## src/rtl/lse_log2lin.sv

```systemverilog
// Log2-domain to linear-domain decoder: 2^x ~= (1 + F + corr(F)) * 2^I, 2-stage valid/ready pipeline.
// Define LSE_LOG2LIN_ROUND_EN to round right shifts to nearest (ties up) instead of truncating.
module lse_log2lin #(
  parameter int WIDTH         = 24,
  parameter int FRAC_BITS     = 10,
  parameter int LUT_PRECISION = 10,
  parameter int OUT_WIDTH     = 32
) (
  input  logic                        i_clk,
  input  logic                        i_rst_n,
  input  logic                        i_valid,
  output logic                        o_ready,
  input  logic [WIDTH-1:0]            i_log_value,
  input  logic [16*LUT_PRECISION-1:0] i_clut_values,
  output logic                        o_valid,
  input  logic                        i_ready,
  output logic [OUT_WIDTH-1:0]        o_linear,
  output logic                        o_sat
);

  localparam int IW = WIDTH - FRAC_BITS;
  localparam int MW = FRAC_BITS + 3;
  localparam int ML = FRAC_BITS + 1;
  localparam logic signed [IW-1:0] I_MIN   = IW'(-(FRAC_BITS + 1));
  localparam logic signed [IW-1:0] I_MAX   = IW'(OUT_WIDTH - FRAC_BITS - 1);
  localparam logic signed [MW-1:0] M_MAX   = MW'((1 << ML) - 1);
  localparam logic [WIDTH-1:0]     NEG_INF = {1'b1, {(WIDTH-1){1'b0}}};

  function automatic logic [ML-1:0] clamp_mant(input logic signed [MW-1:0] v);
    if (v < 0)          return '0;
    else if (v > M_MAX) return '1;
    else                return v[ML-1:0];
  endfunction

  function automatic logic [OUT_WIDTH-1:0] rshift_round(input logic [OUT_WIDTH-1:0] v,
                                                        input logic [IW-1:0] sh);
    logic [OUT_WIDTH-1:0] acc;
    acc = v;
`ifdef LSE_LOG2LIN_ROUND_EN
    acc = acc + (OUT_WIDTH'(1) << (sh - 1'b1));
`endif
    return acc >> sh;
  endfunction

  function automatic logic [OUT_WIDTH-1:0] scale_mant(input logic [ML-1:0] m,
                                                      input logic signed [IW-1:0] e);
    logic [OUT_WIDTH-1:0] mx;
    logic [IW-1:0]        sh;
    mx = OUT_WIDTH'(m);
    sh = -e;
    if (!e[IW-1]) return mx << e;
    else          return rshift_round(mx, sh);
  endfunction

  logic                  vld_p1_q, vld_p1_d;
  logic [ML-1:0]         mant_p1_q, mant_p1_d;
  logic signed [IW-1:0]  exp_p1_q, exp_p1_d;
  logic                  zero_p1_q, zero_p1_d;
  logic                  satf_p1_q, satf_p1_d;
  logic                  vld_p2_q, vld_p2_d;
  logic [OUT_WIDTH-1:0]  lin_p2_q, lin_p2_d;
  logic                  sat_p2_q, sat_p2_d;

  logic                      s2_can_load;
  logic                      accept;
  logic signed [IW-1:0]      int_part;
  logic [FRAC_BITS-1:0]      frac;
  logic [FRAC_BITS:0]        idx_sum;
  logic [4:0]                idx_full;
  logic [3:0]                idx;
  logic signed [LUT_PRECISION-1:0] corr;
  logic signed [MW-1:0]      m_raw;

  always_comb begin
    s2_can_load = !vld_p2_q || i_ready;
    o_ready     = !vld_p1_q || s2_can_load;
    accept      = i_valid && o_ready;

    // S1: decode integer/fraction, look up correction, build clamped mantissa
    int_part = i_log_value[WIDTH-1:FRAC_BITS];
    frac     = i_log_value[FRAC_BITS-1:0];
    idx_sum  = {1'b0, frac} + (FRAC_BITS+1)'(1 << (FRAC_BITS - 5));
    idx_full = 5'(idx_sum >> (FRAC_BITS - 4));
    idx      = idx_full[4] ? 4'd15 : idx_full[3:0];
    corr     = i_clut_values[idx*LUT_PRECISION +: LUT_PRECISION];
    m_raw    = MW'(1 << FRAC_BITS) + MW'(frac) + MW'(corr);

    vld_p1_d  = o_ready ? i_valid : vld_p1_q;
    mant_p1_d = mant_p1_q;
    exp_p1_d  = exp_p1_q;
    zero_p1_d = zero_p1_q;
    satf_p1_d = satf_p1_q;
    if (accept) begin
      mant_p1_d = clamp_mant(m_raw);
      exp_p1_d  = int_part;
      zero_p1_d = (i_log_value == NEG_INF) || (int_part < I_MIN);
      satf_p1_d = int_part > I_MAX;
    end

    // S2: shift into the output register, with zero/saturation overrides
    vld_p2_d = s2_can_load ? vld_p1_q : vld_p2_q;
    lin_p2_d = lin_p2_q;
    sat_p2_d = sat_p2_q;
    if (s2_can_load && vld_p1_q) begin
      if (zero_p1_q) begin
        lin_p2_d = '0;
        sat_p2_d = 1'b0;
      end else if (satf_p1_q) begin
        lin_p2_d = '1;
        sat_p2_d = 1'b1;
      end else begin
        lin_p2_d = scale_mant(mant_p1_q, exp_p1_q);
        sat_p2_d = 1'b0;
      end
    end
  end

  always_ff @(posedge i_clk) begin
    if (!i_rst_n) begin
      vld_p1_q <= 1'b0;
      vld_p2_q <= 1'b0;
      lin_p2_q <= '0;
      sat_p2_q <= 1'b0;
    end else begin
      vld_p1_q <= vld_p1_d;
      vld_p2_q <= vld_p2_d;
      lin_p2_q <= lin_p2_d;
      sat_p2_q <= sat_p2_d;
    end
  end

  always_ff @(posedge i_clk) begin
    mant_p1_q <= mant_p1_d;
    exp_p1_q  <= exp_p1_d;
    zero_p1_q <= zero_p1_d;
    satf_p1_q <= satf_p1_d;
  end

  assign o_valid  = vld_p2_q;
  assign o_linear = lin_p2_q;
  assign o_sat    = sat_p2_q;

endmodule
```

## config.mk

```make
export PLATFORM = sky130hd
export DESIGN_NAME = lse_log2lin
export DESIGN_NICKNAME = d
export VERILOG_FILES = /design/src/rtl/lse_log2lin.sv
export SDC_FILE = /design/constraint.sdc
export NUM_CORES = 1
export LEC_CHECK = 0
export ABC_AREA = 1
export BUFFER_PORTS_ARGS = -buffer_cell sky130_fd_sc_hd__buf_2
export CORE_ASPECT_RATIO = 0.8
export CORE_MARGIN = 2
export CORE_UTILIZATION = 35
export DETAILED_ROUTE_END_ITERATION = 8
export GPL_ROUTABILITY_DRIVEN = 0
export PLACE_DENSITY_LB_ADDON = 0.12
export SETUP_SLACK_MARGIN = 0.2
export SYNTH_ARGS = -nofsm -noshare
export SYNTH_HDL_FRONTEND = slang
export SYNTH_SLANG_ARGS = --single-unit
```

## constraint.sdc

```tcl
create_clock -name i_clk -period 3.7 [get_ports i_clk]
set_clock_uncertainty 0.1 [all_clocks]
set_input_delay 0.555 -clock i_clk [delete_from_list [all_inputs] [get_ports i_clk]]
set_output_delay 0.555 -clock i_clk [all_outputs]
set_load 0.03 [all_outputs]
```

==> summary.md, run 1 <==
| Metric | Value |
|---|---|
| Post-Synth Simple-Gate Area | `39.5%` |
| Setup Viol. Count Final | `0` |
| Startpoint types | `input port` |
| Synth area leader | `nand2_1` |
| Final Hold Viols | `0` |
| Outcome | `finished clean` |
| Largest net degree at the start of global routing | `35` |
| # IOs | `223` |
| H-tree Lvls | `3` |
| Multi-input gate area | `4030 um^2` |
| Worst Hold Class | `input port to flop` |
| Detailed placer's ending HPWL | `17500 um` |
| Total chip power | `2900 uW` |
| Wire per inst | `15.7 um` |
| DRC errors left | `0` |
| Worst slew pin tran | `1.05 ns` |
| Dpl cells | `1411` |
| Placed instance area | `7770 um^2` |
| Synth Instances | `945` |
| FP Rows | `42` |
| Primary FF master, synth | `dfxtp_1` |
| Pleak | `0.00413 uW` |
| CTS Buffer Depth | `2` |
| Diode count | `0` |
| Final Util | `51.7%` |
| Synth top area share | `20.4%` |
| Port-buffer cells | `222` |
| Final nets | `1436` |
| Filler cells | `1698` |
| First-pass GRT wire length | `35400 um` |
| Chip Width | `150 um` |
| Tmin final | `3.69 ns` |
| Fin. max-slew vios | `0` |
| Initial antenna violation count | `1` |
| Ys async rst share | `0%` |
| Synthesized flop and latch total | `62` |
| Pwr Density | `338 nW/um^2` |
| Hold path cells | `1` |
| Warning count from the yosys run | `0` |
| Worst Setup End Kind | `flop` |
| Clock sink count | `62` |
| Largest cells by area after synthesis | `nand2_1 20%, edfxtp_1 14%, dfxtp_1 12%, nand3_1 7.9%, a21oi_1 4.4%` |
| Max Cap Violations | `0` |
| Share of layout cells above drive strength 1 | `33.7%` |
| RSZ-0062 raised after global routing | `true` |
| Die Ht | `121 um` |
| Adder-Cell Fraction of Synth Area | `3.06%` |
| First-pass DRT Iterations | `6` |
| Routed vias | `7589` |
| Cell area after layout | `8580 um^2` |
| Cell Count, Final, Fillers Out | `1459` |
| Combinational family with the most area after synthesis | `simple AND/OR/NAND/NOR gates` |
| Worst vdd ir | `0.163 mV` |
| Post-DRT Antenna Nets | `0` |
| Die ar. | `18100 um^2` |
| Worst rel slew slack | `29.7%` |
| CTS tree | `yes` |
| Worst setup path category | `input port to flop` |
| Crit-path max FO | `7` |
| Initial core utilization | `35.9%` |
| Core Box Area | `16600 um^2` |
| Critical Path RT | `3.69 ns` |
| Synth unique cells | `49` |
| Drt total wl | `23000 um` |
| Setup TNS | `0 ns` |
| TritonCTS Buffers | `9` |
| Sequential fraction of the synthesis area | `25.3%` |
| GR Overflow Total | `0` |
| FF/Latch Area | `1510 um^2` |
| Area growth syn-to-layout | `43.8%` |
| Total track usage | `25.0%` |
| Mux contribution to synthesized area | `0.336%` |
| Number of global-route vias before repair | `6938` |
| Post-Synth XOR/XNOR Area | `1.32%` |
| Post-synthesis compound-gate area fraction | `20.9%` |
| Vias per cell | `5.20` |
| Clock Latency Late Sink | `0.34 ns` |
| Root Buffer | `clkbuf_16` |
| Worst Path Arrival | `3.68 ns` |
| Syn_nets | `1147` |
| FF-to-FF path depth | `12` |
| FMAX | `0.271 GHz` |
| Post-synth EDFFs | `27` |
| Post-route clock period utilization | `99.7%` |
| Post-Syn Area | `5970 um^2` |
| Clk pin slew, worst setup/hold paths | `0.05 ns` |
| DR iter-0 viols | `767` |
| Synthesized area per cell | `6.31 um^2` |
==> Yosys cell counts (all sizes together) (3+ instances only) <==
cell    instances
a21oi          56
a31oi          23
a32o           18
buf            28
clkbuf         23
dfxtp          35
edfxtp         27
ha             13
inv            76
nand2         334
nand3          99
nand4           9
nor2           81
nor3            4
o211ai         22
o21ai          63
o21bai          4
o221ai          3
or2             3
xnor2           3
xor2            6
==> placed cells by master, fill, tap and decap left out, drive strengths merged, types with 23 or more instances in the layout <==
cell,synthesis,layout
buf,28,329
nand3,99,99
a31oi,23,23
dfxtp,35,35
a21oi,56,56
edfxtp,27,27
o21ai,63,63
nor2,81,81
inv,76,76
nand2,334,334
==> worst max-delay path, stage by stage <==
cell	delay, ns
buf_8	0.11
ha_4	0.15
nor2_2	0.08
inv_2	0.05
a21oi_4	0.20
buf_6	0.13
buf_6	0.11
buf_16	0.12
buf_8	0.12
nand3_1	0.08
nand3_1	0.08
o211ai_1	0.08
nand2_1	0.09
inv_2	0.04
ha_4	0.22
a21oi_2	0.13
nand2_2	0.09
a21oi_2	0.15
o21bai_1	0.12
a21oi_2	0.17
o21bai_1	0.10
nand3_1	0.11
nand2_2	0.07
a21oi_2	0.16
or2_4	0.18
buf_12	0.12
nand2_1	0.05
==> sequential cells by signal (all words and copies together), names as in the netlist <==
name and cells:
vld_p1_q 1, zero_p1_q 1, o_sat 1, satf_p1_q 1, o_linear 32, mant_p1_q 11, exp_p1_q 14, o_valid 1
==> through the flow <==
stage	hold WS, ns	worst slack, ns
after floorplan	0.452	0.173
after global placement	0.352	-0.169
final	0.316	0.0119
after detailed placement	0.352	-0.259
after global routing	0.305	-0.138
after CTS	0.310	0.185
==> cell families after synthesis <==
group                    after synthesis
adder cells (fa/ha/maj)               14
XOR/XNOR                               9
buffers and inverters                129
flip-flops                            62
multiplexers                           2
AND/OR/NAND/NOR                      532
AO/OA/AOI/OAI                        197
==> routing by layer <==
layer  routed length, um  global-route usage [%]
met4                 573                    7.84
met2                9310                    34.7
met3                1880                    4.64
met1               11200                    38.3
met5                  13                       0
==> worst paths after layout <==
check                                 from                          to  slack [ns]
hold reg to reg   o_linear[4]$_SDFFE_PN0P_    o_linear[4]$_SDFFE_PN0P_        0.36
hold / removal             i_log_value[14]       exp_p1_q[4]$_DFFE_PP_        0.32
setup reg to reg     exp_p1_q[0]$_DFFE_PP_    o_linear[6]$_SDFFE_PN0P_        0.86
setup / recovery            i_log_value[5]  mant_p1_q[5]$_SDFFCE_PN1P_        0.01
==> power by group <==
part	leakage [uW]	switching [uW]	internal, uW
Clock	0.000153	300	551
Combinational	0.00343	645	569
Sequential	0.000546	49.6	788
Total	0.00413	995	1910
==> repair_timing <==
action | 4_1_cts | 5_1_grt
setup endpoints to repair | 11 | 11
pin swaps | 6 | 23
resized for setup | 21 | 28
hold buffers | 0 | 0
gates cloned | 5 | 0
setup buffers | 19 | 8
==> cell type report <==
| cell class | count | share of cell area [%] |
|---|---|---|
| Tap cell | 220 | 3.21 |
| Timing Repair Buffer | 329 | 25.1 |
| Inverter | 78 | 3.57 |
| Multi-Input combinational cell | 754 | 47.0 |
| Sequential cell | 62 | 17.6 |
| Clock inverter | 2 | 0.117 |
| Clock buffer | 14 | 3.46 |
(Power assumes the default switching activity.)
==> run 2: changes to the inputs <==
--- a/config.mk
+++ b/config.mk
@@ -12,7 +12,6 @@
 export CORE_UTILIZATION = 35
 export DETAILED_ROUTE_END_ITERATION = 8
 export GPL_ROUTABILITY_DRIVEN = 0
-export PLACE_DENSITY_LB_ADDON = 0.12
 export SETUP_SLACK_MARGIN = 0.2
 export SYNTH_ARGS = -nofsm -noshare
 export SYNTH_HDL_FRONTEND = slang
==> constraint.sdc (replaced) <==
create_clock -name i_clk -period 3.1 [get_ports i_clk]
set_clock_uncertainty 0.1 [all_clocks]
set_input_delay 0.465 -clock i_clk [delete_from_list [all_inputs] [get_ports i_clk]]
set_output_delay 0.465 -clock i_clk [all_outputs]
set_load 0.03 [all_outputs]
==> summary.md, run 2 (synthesis results as in run 1) <==
| Metric | Value |
|---|---|
| Outcome | `finished with violations` |
| Failing checks | `setup timing` |
| Final setup margin | `-0.388 ns (-0.400 ns)` |
| Root Buffer | `clkbuf_16` |
| Placed instance area | `7780 um^2 (+0.16%)` |
| Routed vias | `7778 (+2.5%)` |
| Initial antenna violation count | `1 (unchanged)` |
| # IOs | `223 (unchanged)` |
| Reg2Reg Capture Point | `o_linear[4]$_SDFFE_PN0P_` |
| FF-to-FF path depth | `10 (-2)` |
| Hold endpoint | `exp_p1_q[4]$_DFFE_PP_` |
| H-tree Lvls | `3 (unchanged)` |
| Tmin final | `3.49 ns` |
| Clock Latency Late Sink | `0.34 ns (about the same)` |
| Most frequent cells in the layout | `308 x nand2_1, 219 x buf_2, 85 x nand3_1, 80 x buf_4` |
| GR Overflow Total | `0 (unchanged)` |
| Largest net degree at the start of global routing | `35 (unchanged)` |
| Worst Setup End Kind | `flop` |
| Clk pin slew, worst setup/hold paths | `0.05 ns (about the same)` |
| Final Hold Viols | `0 (unchanged)` |
| Wire per inst | `15.8 um (+0.43%)` |
| First-pass GRT wire length | `36800 um (+3.8%)` |
| Final nets | `1451 (+1.0%)` |
| FF-to-FF Start | `exp_p1_q[2]$_DFFE_PP_` |
| Commonest non-fill, non-tap cell in the layout | `nand2_1` |
| Cell area after layout | `9040 um^2 (+5.3%)` |
| Hold path cells | `1 (unchanged)` |
| Max reg flops | `32 (unchanged)` |
| CTS Buffer Depth | `2 (unchanged)` |
| Chip Width | `150 um (unchanged)` |
| FP Rows | `42 (unchanged)` |
| TritonCTS Buffers | `9 (unchanged)` |
| Vias per cell | `5.27 (+1.4%)` |
| Pleak | `0.00434 uW (+5.0%)` |
| Worst Path Arrival | `3.48 ns (-0.20 ns)` |
| RSZ-0062 raised after global routing | `true` |
| Worst setup path category | `input port to flop` |
| Post-route clock period utilization | `113%` |
| Min-delay src | `i_log_value[14]` |
| Cell Chain, Critical Path | `buf_8 -> ha_4 -> nor2_8 -> buf_6 -> buf_12 -> nand2_1 -> a32o_2 -> o211ai_1 -> nand2_1 -> inv_2 -> ha_4 -> a21oi_2 -> nand2_2 -> buf_6 -> buf_4 -> buf_4 -> buf_6 -> buf_4 -> buf_4 -> buf_4 -> buf_6 -> xnor2_4 -> nand2_2` |
| Critical Path RT | `3.09 ns (-0.60 ns)` |
| Setup Viol. Count Final | `11 (+11)` |
| R2R Setup Slk | `0.46 ns (-0.40 ns)` |
| Worst rel slew slack | `27.3% (-2.4 points)` |
| Drt total wl | `23300 um (+1.5%)` |
| Max Cap Violations | `0 (unchanged)` |
| Most frequent CP cell | `buf_4` |
| Worst vdd ir | `0.228 mV (+40%)` |
| Setup TNS | `-4.01 ns (-4.01 ns)` |
| Die Ht | `121 um (unchanged)` |
| Port-buffer cells | `222 (unchanged)` |
| Number of global-route vias before repair | `7463 (+7.6%)` |
| Share of layout cells above drive strength 1 | `36.5% (+2.8 points)` |
| Hold-fix buffers, CTS | `0 (unchanged)` |
| Worst Hold Class | `input port to flop` |
| Critical Path Max Stage Delay | `0.28 ns (+0.06 ns)` |
| Worst slew pin tran | `1.09 ns (+0.0362 ns)` |
| Crit path max-delay cell type | `a32o_2` |
| Initial core utilization | `35.9% (unchanged)` |
| Detailed placer's ending HPWL | `17600 um (+0.37%)` |
| CTS tree | `yes` |
| Total track usage | `25.6% (+0.62 points)` |
| Die ar. | `18100 um^2 (unchanged)` |
| Startpoint types | `input port` |
| First-pass DRT Iterations | `5 (-1)` |
| Fin. max-slew vios | `0 (unchanged)` |
| DRC errors left | `0 (unchanged)` |
| Pwr Density | `405 nW/um^2 (+20%)` |
| FMAX | `0.287 GHz` |
| DR iter-0 viols | `775 (+1.0%)` |
| Post-DRT Antenna Nets | `0 (unchanged)` |
| Area growth syn-to-layout | `51.5%` |
| Core Box Area | `16600 um^2 (unchanged)` |
| Crit-path max FO | `5 (-2)` |
| Clock sink count | `62 (unchanged)` |
-- run 2: layout make-up --
class | count | area (um^2)
repair buffers | 342 | 2460
well taps | 220 | 275
repair inverters | 2 | 22.5
multi-input cells | 754 | 4140
inverters | 78 | 317
fillers | 1677 | 7570
diodes | 1 | 2.50
clock buffers | 14 | 297
clock inverters | 2 | 10.0
flip-flops and latches | 62 | 1510
-- run 2: what timing repair did --
action / 4_1_cts / 5_1_grt
pin swaps: 14 / 7
gates cloned: 11 / 1
setup buffers: 28 / 7
endpoints found under the setup margin: 11 / 14
resized for setup: 57 / 41
-- run 2: worst max-delay path by stage --
stage	start	end	slack, ns
2_1_floorplan	i_log_value[8]	mant_p1_q[6]$_SDFFCE_PN1P_	-0.34
3_3_place_gp	i_log_value[5]	mant_p1_q[10]$_SDFFCE_PN1P_	-0.62
3_5_place_dp	i_log_value[5]	mant_p1_q[2]$_SDFFCE_PN1P_	-0.78
4_1_cts	i_log_value[5]	mant_p1_q[9]$_SDFFCE_PN1P_	-0.32
5_1_grt	i_log_value[5]	mant_p1_q[9]$_SDFFCE_PN1P_	-0.56
6_report	i_log_value[5]	mant_p1_q[3]$_SDFFCE_PN1P_	-0.39
-- run 2: critical path: cells and delay by family --
kind                     cells  cell delay (ns)
AO/OA/AOI/OAI                3             0.57
XOR/XNOR                     1             0.17
adder cells (fa/ha/maj)      2             0.45
buffers and inverters       12             1.37
AND/OR/NAND/NOR              5             0.47
-- run 2: report_power, final --
group	switching, uW	internal, uW
registers	52.1	940
clock network	362	658
logic	838	807
total	1250	2410
-- run 2: metrics by stage --
step	util [%]	instances	worst slack (ns)	total power, uW	hold WS [ns]
2_1_floorplan	-	945	-0.337	1750	0.452
3_3_place_gp	46.9	1411	-0.624	2230	0.352
6_report	54.4	1475	-0.388	3660	0.227
3_5_place_dp	46.9	1411	-0.779	2230	0.354
5_1_grt	54.4	1475	-0.559	3840	0.220
4_1_cts	53.0	1466	-0.319	3540	0.222
-- run 2: metal layers --
layer  share of wire (%)  GRT usage [%]  routed length, um  up-vias
met5                   0              0                  0        -
met4                 2.3           7.37                526        0
met3                 9.1           5.47               2120       51
met2                  44           39.4              10200      349
met1                  45           36.0              10500     3569
li1                    -              -                  -     3809
